==> config.mk <==
export PLATFORM = sky130hd
export DESIGN_NAME = pool_psum_rd_flat
export DESIGN_NICKNAME = d
export VERILOG_FILES = /design/src/rtl/pool_psum_rd_pkg.sv /design/src/rtl/pool_psum_rd_if.sv /design/src/rtl/pool_psum_rd_lane.sv /design/src/rtl/pool_psum_rd.sv /design/src/flat_wrapper.sv
export SDC_FILE = /design/constraint.sdc
export NUM_CORES = 2
export LEC_CHECK = 0
export BUFFER_PORTS_ARGS = -buffer_cell sky130_fd_sc_hd__buf_2
export CAP_MARGIN = 30
export CORE_UTILIZATION = 36
export CTS_CLUSTER_SIZE = 30
export DETAILED_ROUTE_END_ITERATION = 16
export PLACE_DENSITY = 0.65
export SETUP_SLACK_MARGIN = 0.1
export SYNTH_ARGS = -nofsm -noshare
export SYNTH_HDL_FRONTEND = slang
export SYNTH_HIERARCHICAL = 1
export SYNTH_SLANG_ARGS = --single-unit
export TNS_END_PERCENT = 5
==> constraint.sdc <==
create_clock -name clk -period 29.6 [get_ports clk]
set_input_delay 1.48 -clock clk [delete_from_list [all_inputs] [get_ports clk]]
set_output_delay 1.48 -clock clk [all_outputs]
set_load 0.02 [all_outputs]
==> src/rtl/pool_psum_rd_pkg.sv <==
// Shared types and constants for the psum read / pooling block.
package pool_psum_rd_pkg;

  // Ceiling log2, usable in constant expressions.
  function automatic int c_log_2(input int n);
    int r;
    r = 0;
    for (int i = 0; i < 32; i++) begin
      if ((1 << i) < n) r = i + 1;
    end
    return r;
  endfunction

  localparam int NUMPEB        = 16;
  localparam int LENPSUM       = 16;
  localparam int DATA_WIDTH    = 8;
  localparam int CHANNEL_DEPTH = 32;
  localparam int PSUM_WIDTH    = DATA_WIDTH * 2 + c_log_2(CHANNEL_DEPTH) + 2;
  localparam int AW            = c_log_2(LENPSUM);
  localparam int PW            = c_log_2(NUMPEB);
  localparam int SHW           = 5;

  typedef enum logic [1:0] {
    S_IDLE  = 2'd0,
    S_READ  = 2'd1,
    S_DRAIN = 2'd2
  } state_e;

  // One processed row; element 0 sits at the LSBs.
  typedef logic [LENPSUM-1:0][DATA_WIDTH-1:0] row_t;

  typedef struct packed {
    row_t            dat;
    logic [PW-1:0]   peb;
    logic [AW-1:0]   addr;
  } result_t;

  // Lane-wise unsigned maximum of two rows.
  function automatic row_t row_max(input row_t x, input row_t y);
    row_t r;
    for (int i = 0; i < LENPSUM; i++) begin
      r[i] = (x[i] > y[i]) ? x[i] : y[i];
    end
    return r;
  endfunction

endpackage

==> src/rtl/pool_psum_rd_if.sv <==
// PE-array read port and output-activation writer port of the pooling block.
interface pool_psum_rd_if;
  import pool_psum_rd_pkg::*;

  logic [NUMPEB-1:0]             POOLPEB_EnRd;
  logic [AW-1:0]                 POOLPEB_AddrRd;
  logic [PSUM_WIDTH*LENPSUM-1:0] PEBPOOL_Dat;
  logic                          POOLWR_Val;
  logic                          WRPOOL_Rdy;
  logic [DATA_WIDTH*LENPSUM-1:0] POOLWR_Dat;
  logic [PW-1:0]                 POOLWR_PEB;
  logic [AW-1:0]                 POOLWR_Addr;

  modport master (
    output POOLPEB_EnRd, POOLPEB_AddrRd,
    input  PEBPOOL_Dat,
    output POOLWR_Val, POOLWR_Dat, POOLWR_PEB, POOLWR_Addr,
    input  WRPOOL_Rdy
  );

  modport slave (
    input  POOLPEB_EnRd, POOLPEB_AddrRd,
    output PEBPOOL_Dat,
    input  POOLWR_Val, POOLWR_Dat, POOLWR_PEB, POOLWR_Addr,
    output WRPOOL_Rdy
  );

endinterface

==> src/rtl/pool_psum_rd_lane.sv <==
// One psum lane: ReLU, arithmetic right shift, unsigned saturation.
module pool_lane
  import pool_psum_rd_pkg::*;
(
  input  logic signed [PSUM_WIDTH-1:0] psum_i,
  input  logic        [SHW-1:0]        shift_i,
  output logic        [DATA_WIDTH-1:0] act_o
);

  logic signed [PSUM_WIDTH-1:0] shifted;

  // Clamp negatives to zero, then scale down and saturate to the activation range.
  // NOTE: every signal written here gets a value on every path, so no latch is inferred.
  always_comb begin
    shifted = psum_i >>> shift_i;
    if (psum_i[PSUM_WIDTH-1]) begin
      act_o = '0;
    end else if (|shifted[PSUM_WIDTH-1:DATA_WIDTH]) begin
      act_o = '1;
    end else begin
      act_o = shifted[DATA_WIDTH-1:0];
    end
  end

endmodule

==> src/rtl/pool_psum_rd.sv <==
// Psum store read initiator: walks PEBs/addresses, post-processes rows,
// optionally max-pools address pairs and streams results through a 2-entry FIFO.
module pool_psum_rd
  import pool_psum_rd_pkg::*;
(
  input  logic           clk,
  input  logic           rst,
  input  logic           CTRLPOOL_Start,
  input  logic           CTRLPOOL_PoolEn,
  input  logic [SHW-1:0] CTRLPOOL_Shift,
  input  logic [AW:0]    CTRLPOOL_NumAddr,
  output logic           POOLCTRL_Busy,
  output logic           POOLCTRL_Done,
  pool_psum_rd_if.master bus
);

  // Control / configuration state
  state_e         state_q;
  logic           pool_en_q;
  logic [SHW-1:0] shift_q;
  logic [AW:0]    num_addr_q;
  logic [PW-1:0]  p_q;
  logic [AW-1:0]  a_q;
  logic           busy_q;
  logic           done_q;

  // Read-return tracking and pooling state
  logic           inflight_q;
  logic [PW-1:0]  rd_p_q;
  logic [AW-1:0]  rd_a_q;
  row_t           pool_reg_q, pool_reg_d;
  logic           pool_vld_q, pool_vld_d;

  // Output FIFO
  result_t        fifo_q [2];
  logic           wr_ptr_q, rd_ptr_q;
  logic [1:0]     cnt_q, cnt_d;

  row_t           proc_row;
  result_t        push_ent;
  logic           push, pop, issue;
  logic           last_addr, last_issue, rd_last, fin;
  logic [2:0]     credit;

  for (genvar i = 0; i < LENPSUM; i++) begin : g_lane
    pool_lane u_lane (
      .psum_i  (bus.PEBPOOL_Dat[i*PSUM_WIDTH +: PSUM_WIDTH]),
      .shift_i (shift_q),
      .act_o   (proc_row[i])
    );
  end

  // Credit counts the FIFO occupancy after this cycle's pop plus the read in flight,
  // so a draining FIFO keeps the read port busy every cycle.
  assign pop        = (cnt_q != 2'd0) && bus.WRPOOL_Rdy;
  assign credit     = {1'b0, cnt_q} + {2'b0, inflight_q} - {2'b0, pop};
  assign issue      = (state_q == S_READ) && (credit < 3'd2);
  assign last_addr  = ({1'b0, a_q} == num_addr_q - (AW+1)'(1));
  assign last_issue = last_addr && (p_q == PW'(NUMPEB - 1));
  assign rd_last    = ({1'b0, rd_a_q} == num_addr_q - (AW+1)'(1));

  // Decide what the returning row does: push directly, park in pool_reg, or pool and push.
  always_comb begin
    push       = 1'b0;
    push_ent   = '0;
    pool_reg_d = pool_reg_q;
    pool_vld_d = pool_vld_q;
    if (inflight_q) begin
      push_ent.peb = rd_p_q;
      if (!pool_en_q) begin
        push          = 1'b1;
        push_ent.dat  = proc_row;
        push_ent.addr = rd_a_q;
      end else if (!rd_a_q[0] && !rd_last) begin
        pool_reg_d = proc_row;
        pool_vld_d = 1'b1;
      end else begin
        push          = 1'b1;
        push_ent.addr = rd_a_q >> 1;
        push_ent.dat  = rd_a_q[0] ? row_max(pool_reg_q, proc_row) : proc_row;
        pool_vld_d    = 1'b0;
      end
    end
  end

  assign cnt_d = cnt_q + {1'b0, push} - {1'b0, pop};
  assign fin   = (state_q == S_DRAIN) && !inflight_q && (cnt_d == 2'd0) && !pool_vld_d;

  // Sequencer: config latch, PEB/address walk and the Busy/Done handshake.
  // NOTE: state registers use non-blocking assignments so every flop samples pre-edge values.
  always_ff @(posedge clk or posedge rst) begin
    if (rst) begin
      state_q    <= S_IDLE;
      pool_en_q  <= 1'b0;
      shift_q    <= '0;
      num_addr_q <= '0;
      p_q        <= '0;
      a_q        <= '0;
      busy_q     <= 1'b0;
      done_q     <= 1'b0;
    end else begin
      done_q <= 1'b0;
      case (state_q)
        S_IDLE: begin
          if (CTRLPOOL_Start) begin
            pool_en_q  <= CTRLPOOL_PoolEn;
            shift_q    <= CTRLPOOL_Shift;
            num_addr_q <= CTRLPOOL_NumAddr;
            p_q        <= '0;
            a_q        <= '0;
            busy_q     <= 1'b1;
            state_q    <= S_READ;
          end
        end
        S_READ: begin
          if (issue) begin
            if (last_addr) begin
              a_q <= '0;
              p_q <= p_q + PW'(1);
            end else begin
              a_q <= a_q + AW'(1);
            end
            if (last_issue) state_q <= S_DRAIN;
          end
        end
        S_DRAIN: begin
          if (fin) begin
            state_q <= S_IDLE;
            busy_q  <= 1'b0;
            done_q  <= 1'b1;
          end
        end
        default: state_q <= S_IDLE;
      endcase
    end
  end

  // Datapath: in-flight tag, pooling register and the 2-entry result FIFO.
  // NOTE: the FIFO storage is only two entries and drives outputs, so it is reset along with the pointers.
  always_ff @(posedge clk or posedge rst) begin
    if (rst) begin
      inflight_q <= 1'b0;
      rd_p_q     <= '0;
      rd_a_q     <= '0;
      pool_reg_q <= '0;
      pool_vld_q <= 1'b0;
      fifo_q[0]  <= '0;
      fifo_q[1]  <= '0;
      wr_ptr_q   <= 1'b0;
      rd_ptr_q   <= 1'b0;
      cnt_q      <= '0;
    end else begin
      inflight_q <= issue;
      if (issue) begin
        rd_p_q <= p_q;
        rd_a_q <= a_q;
      end
      pool_reg_q <= pool_reg_d;
      pool_vld_q <= pool_vld_d;
      if (push) begin
        fifo_q[wr_ptr_q] <= push_ent;
        wr_ptr_q         <= ~wr_ptr_q;
      end
      if (pop) rd_ptr_q <= ~rd_ptr_q;
      cnt_q <= cnt_d;
    end
  end

  assign bus.POOLPEB_EnRd   = issue ? (NUMPEB'(1) << (PW'(NUMPEB - 1) - p_q)) : '0;
  assign bus.POOLPEB_AddrRd = issue ? a_q : '0;
  assign bus.POOLWR_Val     = (cnt_q != 2'd0);
  assign bus.POOLWR_Dat     = fifo_q[rd_ptr_q].dat;
  assign bus.POOLWR_PEB     = fifo_q[rd_ptr_q].peb;
  assign bus.POOLWR_Addr    = fifo_q[rd_ptr_q].addr;
  assign POOLCTRL_Busy      = busy_q;
  assign POOLCTRL_Done      = done_q;

endmodule

==> src/flat_wrapper.sv <==
// flat-port wrapper written by rule: the top's interface ports become plain ports
module pool_psum_rd_flat import pool_psum_rd_pkg::*;
  (clk, rst, CTRLPOOL_Start, CTRLPOOL_PoolEn, CTRLPOOL_Shift, CTRLPOOL_NumAddr, POOLCTRL_Busy, POOLCTRL_Done, bus_POOLPEB_EnRd, bus_POOLPEB_AddrRd, bus_PEBPOOL_Dat, bus_POOLWR_Val, bus_POOLWR_Dat, bus_POOLWR_PEB, bus_POOLWR_Addr, bus_WRPOOL_Rdy);
  pool_psum_rd_if bus_i ();
  input  logic clk;
  input  logic rst;
  input  logic CTRLPOOL_Start;
  input  logic CTRLPOOL_PoolEn;
  input  logic [SHW-1:0] CTRLPOOL_Shift;
  input  logic [AW:0] CTRLPOOL_NumAddr;
  output logic POOLCTRL_Busy;
  output logic POOLCTRL_Done;
  output wire logic [$bits(bus_i.POOLPEB_EnRd)-1:0] bus_POOLPEB_EnRd;
  output wire logic [$bits(bus_i.POOLPEB_AddrRd)-1:0] bus_POOLPEB_AddrRd;
  input wire logic [$bits(bus_i.PEBPOOL_Dat)-1:0] bus_PEBPOOL_Dat;
  output wire logic [$bits(bus_i.POOLWR_Val)-1:0] bus_POOLWR_Val;
  output wire logic [$bits(bus_i.POOLWR_Dat)-1:0] bus_POOLWR_Dat;
  output wire logic [$bits(bus_i.POOLWR_PEB)-1:0] bus_POOLWR_PEB;
  output wire logic [$bits(bus_i.POOLWR_Addr)-1:0] bus_POOLWR_Addr;
  input wire logic [$bits(bus_i.WRPOOL_Rdy)-1:0] bus_WRPOOL_Rdy;
  assign bus_POOLPEB_EnRd = bus_i.POOLPEB_EnRd;
  assign bus_POOLPEB_AddrRd = bus_i.POOLPEB_AddrRd;
  assign bus_i.PEBPOOL_Dat = bus_PEBPOOL_Dat;
  assign bus_POOLWR_Val = bus_i.POOLWR_Val;
  assign bus_POOLWR_Dat = bus_i.POOLWR_Dat;
  assign bus_POOLWR_PEB = bus_i.POOLWR_PEB;
  assign bus_POOLWR_Addr = bus_i.POOLWR_Addr;
  assign bus_i.WRPOOL_Rdy = bus_WRPOOL_Rdy;
  pool_psum_rd u_core (.clk(clk), .rst(rst), .CTRLPOOL_Start(CTRLPOOL_Start), .CTRLPOOL_PoolEn(CTRLPOOL_PoolEn), .CTRLPOOL_Shift(CTRLPOOL_Shift), .CTRLPOOL_NumAddr(CTRLPOOL_NumAddr), .POOLCTRL_Busy(POOLCTRL_Busy), .POOLCTRL_Done(POOLCTRL_Done), .bus(bus_i));
endmodule
==> metrics <==
outcome finished clean; maximum number of pins on one net before global-route repair 163; Clock power frac 19.6%; Pleak 37.2 nW; Slew @ Worst Pin 1.11 ns; maximum fanout along the worst path 160; max-slew violation count 0; Layout Skew 0.0592 ns; Worst Hold End u_core/fifo_q[271]; adder-cell share of the synthesized area 2.15%; fin area 0.0896 sq mm; final worst path period need 9.31 ns; final setup violation count 0; placed cell areas 0.0864 sq mm; clock latency on the worst-skew pair 0.72 ns; H-tree levels 3; Initial Utilization 36.3%; CTS sink cnt 689; CP endpoint kind register; Final Cycle Share 31.4%; Synth Area in Compound Gates 19.0%; CTS clk-pin slew, worst paths 0.07 ns; worst hold slack 0.473 ns; Fmax achieved 0.107 GHz; vias in the first global route 73700; synth unique cells 90; Layout Utilization 40.7%; xor-xnor portion of the synthesized cell area 1.55%; Syn Area/Cell 9.01 sq um; Hold Vio Cnt, Final 0; Post-Synthesis Cells 8875; Non-Filler Instances 12500; die width 473 um; # rows 172; kind of critical path register to register; DRT iter0 DRCs 8700; Ports 1086; largest family of logic cells by synthesized area multiplexers; GRT overflow 0; Die ar. 0.224 sq mm; Post-synth top flop dfrtp_1; commonest non-fill, non-tap cell in the layout nand2_1; Syn Nets 9855; async set or reset register ratio after synthesis 100%; setup TNS 0 ns; endpoint of the worst register-to-register path u_core/fifo_q[260]; P per Cell Area 59.2 mW/mm^2; CP required 30.17 ns; Die H 473 um; Max Cap Viol 0; Placer Congestion 1.03; Int Power 2.91 mW; combinational power share 53.0%; crit path DAT 9.87 ns; mux contribution to synthesized area 33.4%; initial antenna violation count 120; Yosys warnings 6; HP Start u_core/fifo_q[271]; sequential share of the synthesized area 21.6%; NetSw 2.39 mW; DRT Wirelength 312000 um; worst r2r src u_core/shift_q[1]; cell area after synthesis 0.0800 sq mm; Flop pwr share 27.4%; RSZ-0062 raised after global routing no; Worst Setup Start Kind register; post_cts resized 0; WL/cell 24.9 um; root buffer cell clkbuf_16; drt first pass iters 8; most frequent cells in the layout 1289 x nand2_1, 1085 x buf_2, 837 x mux2i_1; first-pass GRT wire length 469000 um; IO Port Bufs 1085; HPWL after DPL 237000 um; # DRC 0; area grow syn2layout 12.0%; ANT nets after route 0; # placed instances 12300; CORE AREA 0.220 sq mm; layout cells sized above 1 27.1%; vias 78100; cts hold-fix bufs 0; min-delay worst type register to register; R2R cell count 26; Synth Area in Simple Gates 16.1%; Num CTS Buffers 80; Setup Fix Bufs, Post-CTS 0; FILL cells 21900; count of state elements after synthesis 689; CTS tree built; nets 10400; Max-Slew Margin vs Limit 25.8%; Tot GR Track Use 26.6%; Hold Crit Depth 2; CTS Buffer Depth 3; R2R Setup Slk 20.29 ns; Sw Share 45.0%; DR vias/cell 6.24; maximum VDD drop 82.4 uV; Post-synth EDFFs 0
==> critical path, stage by stage, from the launching register on <==
cell	delay (ns)
dfrtp_4	0.85
buf_4	0.78
buf_4	0.80
buf_4	0.32
buf_16	0.34
buf_12	0.61
buf_4	0.30
buf_16	0.35
mux2i_1	0.44
mux2i_1	0.16
nor4b_1	0.50
o22ai_1	0.14
or4_4	0.57
a211oi_4	0.47
a31oi_1	0.22
inv_1	0.11
ha_1	0.23
nor2b_1	0.13
o21a_1	0.16
o21ai_0	0.20
a21oi_1	0.10
o22ai_1	0.17
nand2_1	0.07
nand2_1	0.27
o21a_1	0.16
a21oi_1	0.05
o21ai_0	0.21
==> cell families (layout without fill, tap and decap cells) <==
group | Yosys count | in the layout
fa+ha+maj | 137 | 137
buf+inv | 1069 | 1657
xor+xnor | 135 | 135
mux | 1955 | 1955
simple gates | 2731 | 2731
compound gates | 2159 | 2159
other cells | 0 | 92
flops | 689 | 689
==> state kept, by name, indices dropped and copies added (netlist names), 2 cells and up <==
name / cells
u_core/state_q: 2
u_core/rd_a_q: 32
u_core/rd_p_q: 32
u_core/pool_reg_q: 128
u_core/cnt_q: 2
u_core/num_addr_q: 33
u_core/a_q: 32
u_core/p_q: 32
u_core/shift_q: 5
u_core/fifo_q: 384
==> Yosys cell counts, drive strengths merged (85+ instances only) <==
master / instances / area (sq um)
mux2: 622 / 7170
mux4: 496 / 11200
nand2: 1289 / 4840
o21ai: 488 / 2440
nor3: 160 / 801
buf: 385 / 2440
nand3: 114 / 583
dfrtp: 689 / 17200
nor2: 441 / 1660
a21oi: 369 / 1850
clkbuf: 381 / 1430
a31oi: 228 / 1430
mux2i: 837 / 8380
a22oi: 104 / 781
ha: 136 / 1700
and2: 180 / 1170
inv: 287 / 1080
and3: 102 / 638
a211oi: 85 / 838
==> final cells by class <==
| class | instances | area (sq um) | share of cell area, % |
|---|---|---|---|
| Timing Repair Buffer | 1208 | 6700 | 7.48 |
| Clock inverter | 31 | 432 | 0.482 |
| Antenna cell | 92 | 230 | 0.257 |
| Multi-Input combinational cell | 7117 | 57800 | 64.5 |
| Inverter | 303 | 1140 | 1.28 |
| Sequential cell | 689 | 17300 | 19.3 |
| Clock buffer | 115 | 2310 | 2.58 |
| Tap cell | 2958 | 3700 | 4.13 |
==> metrics by stage <==
step	worst slack (ns)	power, mW
2_1_floorplan	8.80	3.33
3_3_place_gp	20.05	4.19
3_5_place_dp	19.89	4.25
4_1_cts	19.82	5.32
5_1_grt	19.71	5.63
6_report	20.29	5.30
==> worst max-delay path by stage <==
| stage | start | to | slack, ns |
|---|---|---|---|
| final | u_core/shift_q[1] | u_core/fifo_q[260] | 20.29 |
| after global routing | u_core/shift_q[1] | u_core/fifo_q[69] | 19.71 |
| after CTS | u_core/shift_q[1] | u_core/fifo_q[260] | 19.82 |
| after detailed placement | u_core/shift_q[1] | u_core/fifo_q[260] | 19.89 |
| after global placement | u_core/shift_q[1] | u_core/fifo_q[257] | 20.05 |
| after floorplan | rst | u_core/POOLCTRL_Busy | 8.80 |
==> power by group through the flow <==
stage / logic (mW) / registers, mW / clock network (mW)
after global placement: 2.74 / 1.45 / 0
after global routing: 3.03 / 1.50 / 1.10
after floorplan: 1.94 / 1.39 / 0
after CTS: 2.80 / 1.45 / 1.07
final: 2.81 / 1.45 / 1.04
after detailed placement: 2.78 / 1.47 / 0
==> routing by layer <==
| layer | wire (um) | global-route usage (%) | part of all wire, % |
|---|---|---|---|
| met5 | 374 | 0 | 0.12 |
| met4 | 15700 | 12.8 | 5.0 |
| met3 | 26800 | 5.68 | 8.6 |
| met2 | 141000 | 41.2 | 45 |
| met1 | 128000 | 35.0 | 41 |
Power figures use the tool's default switching activity.
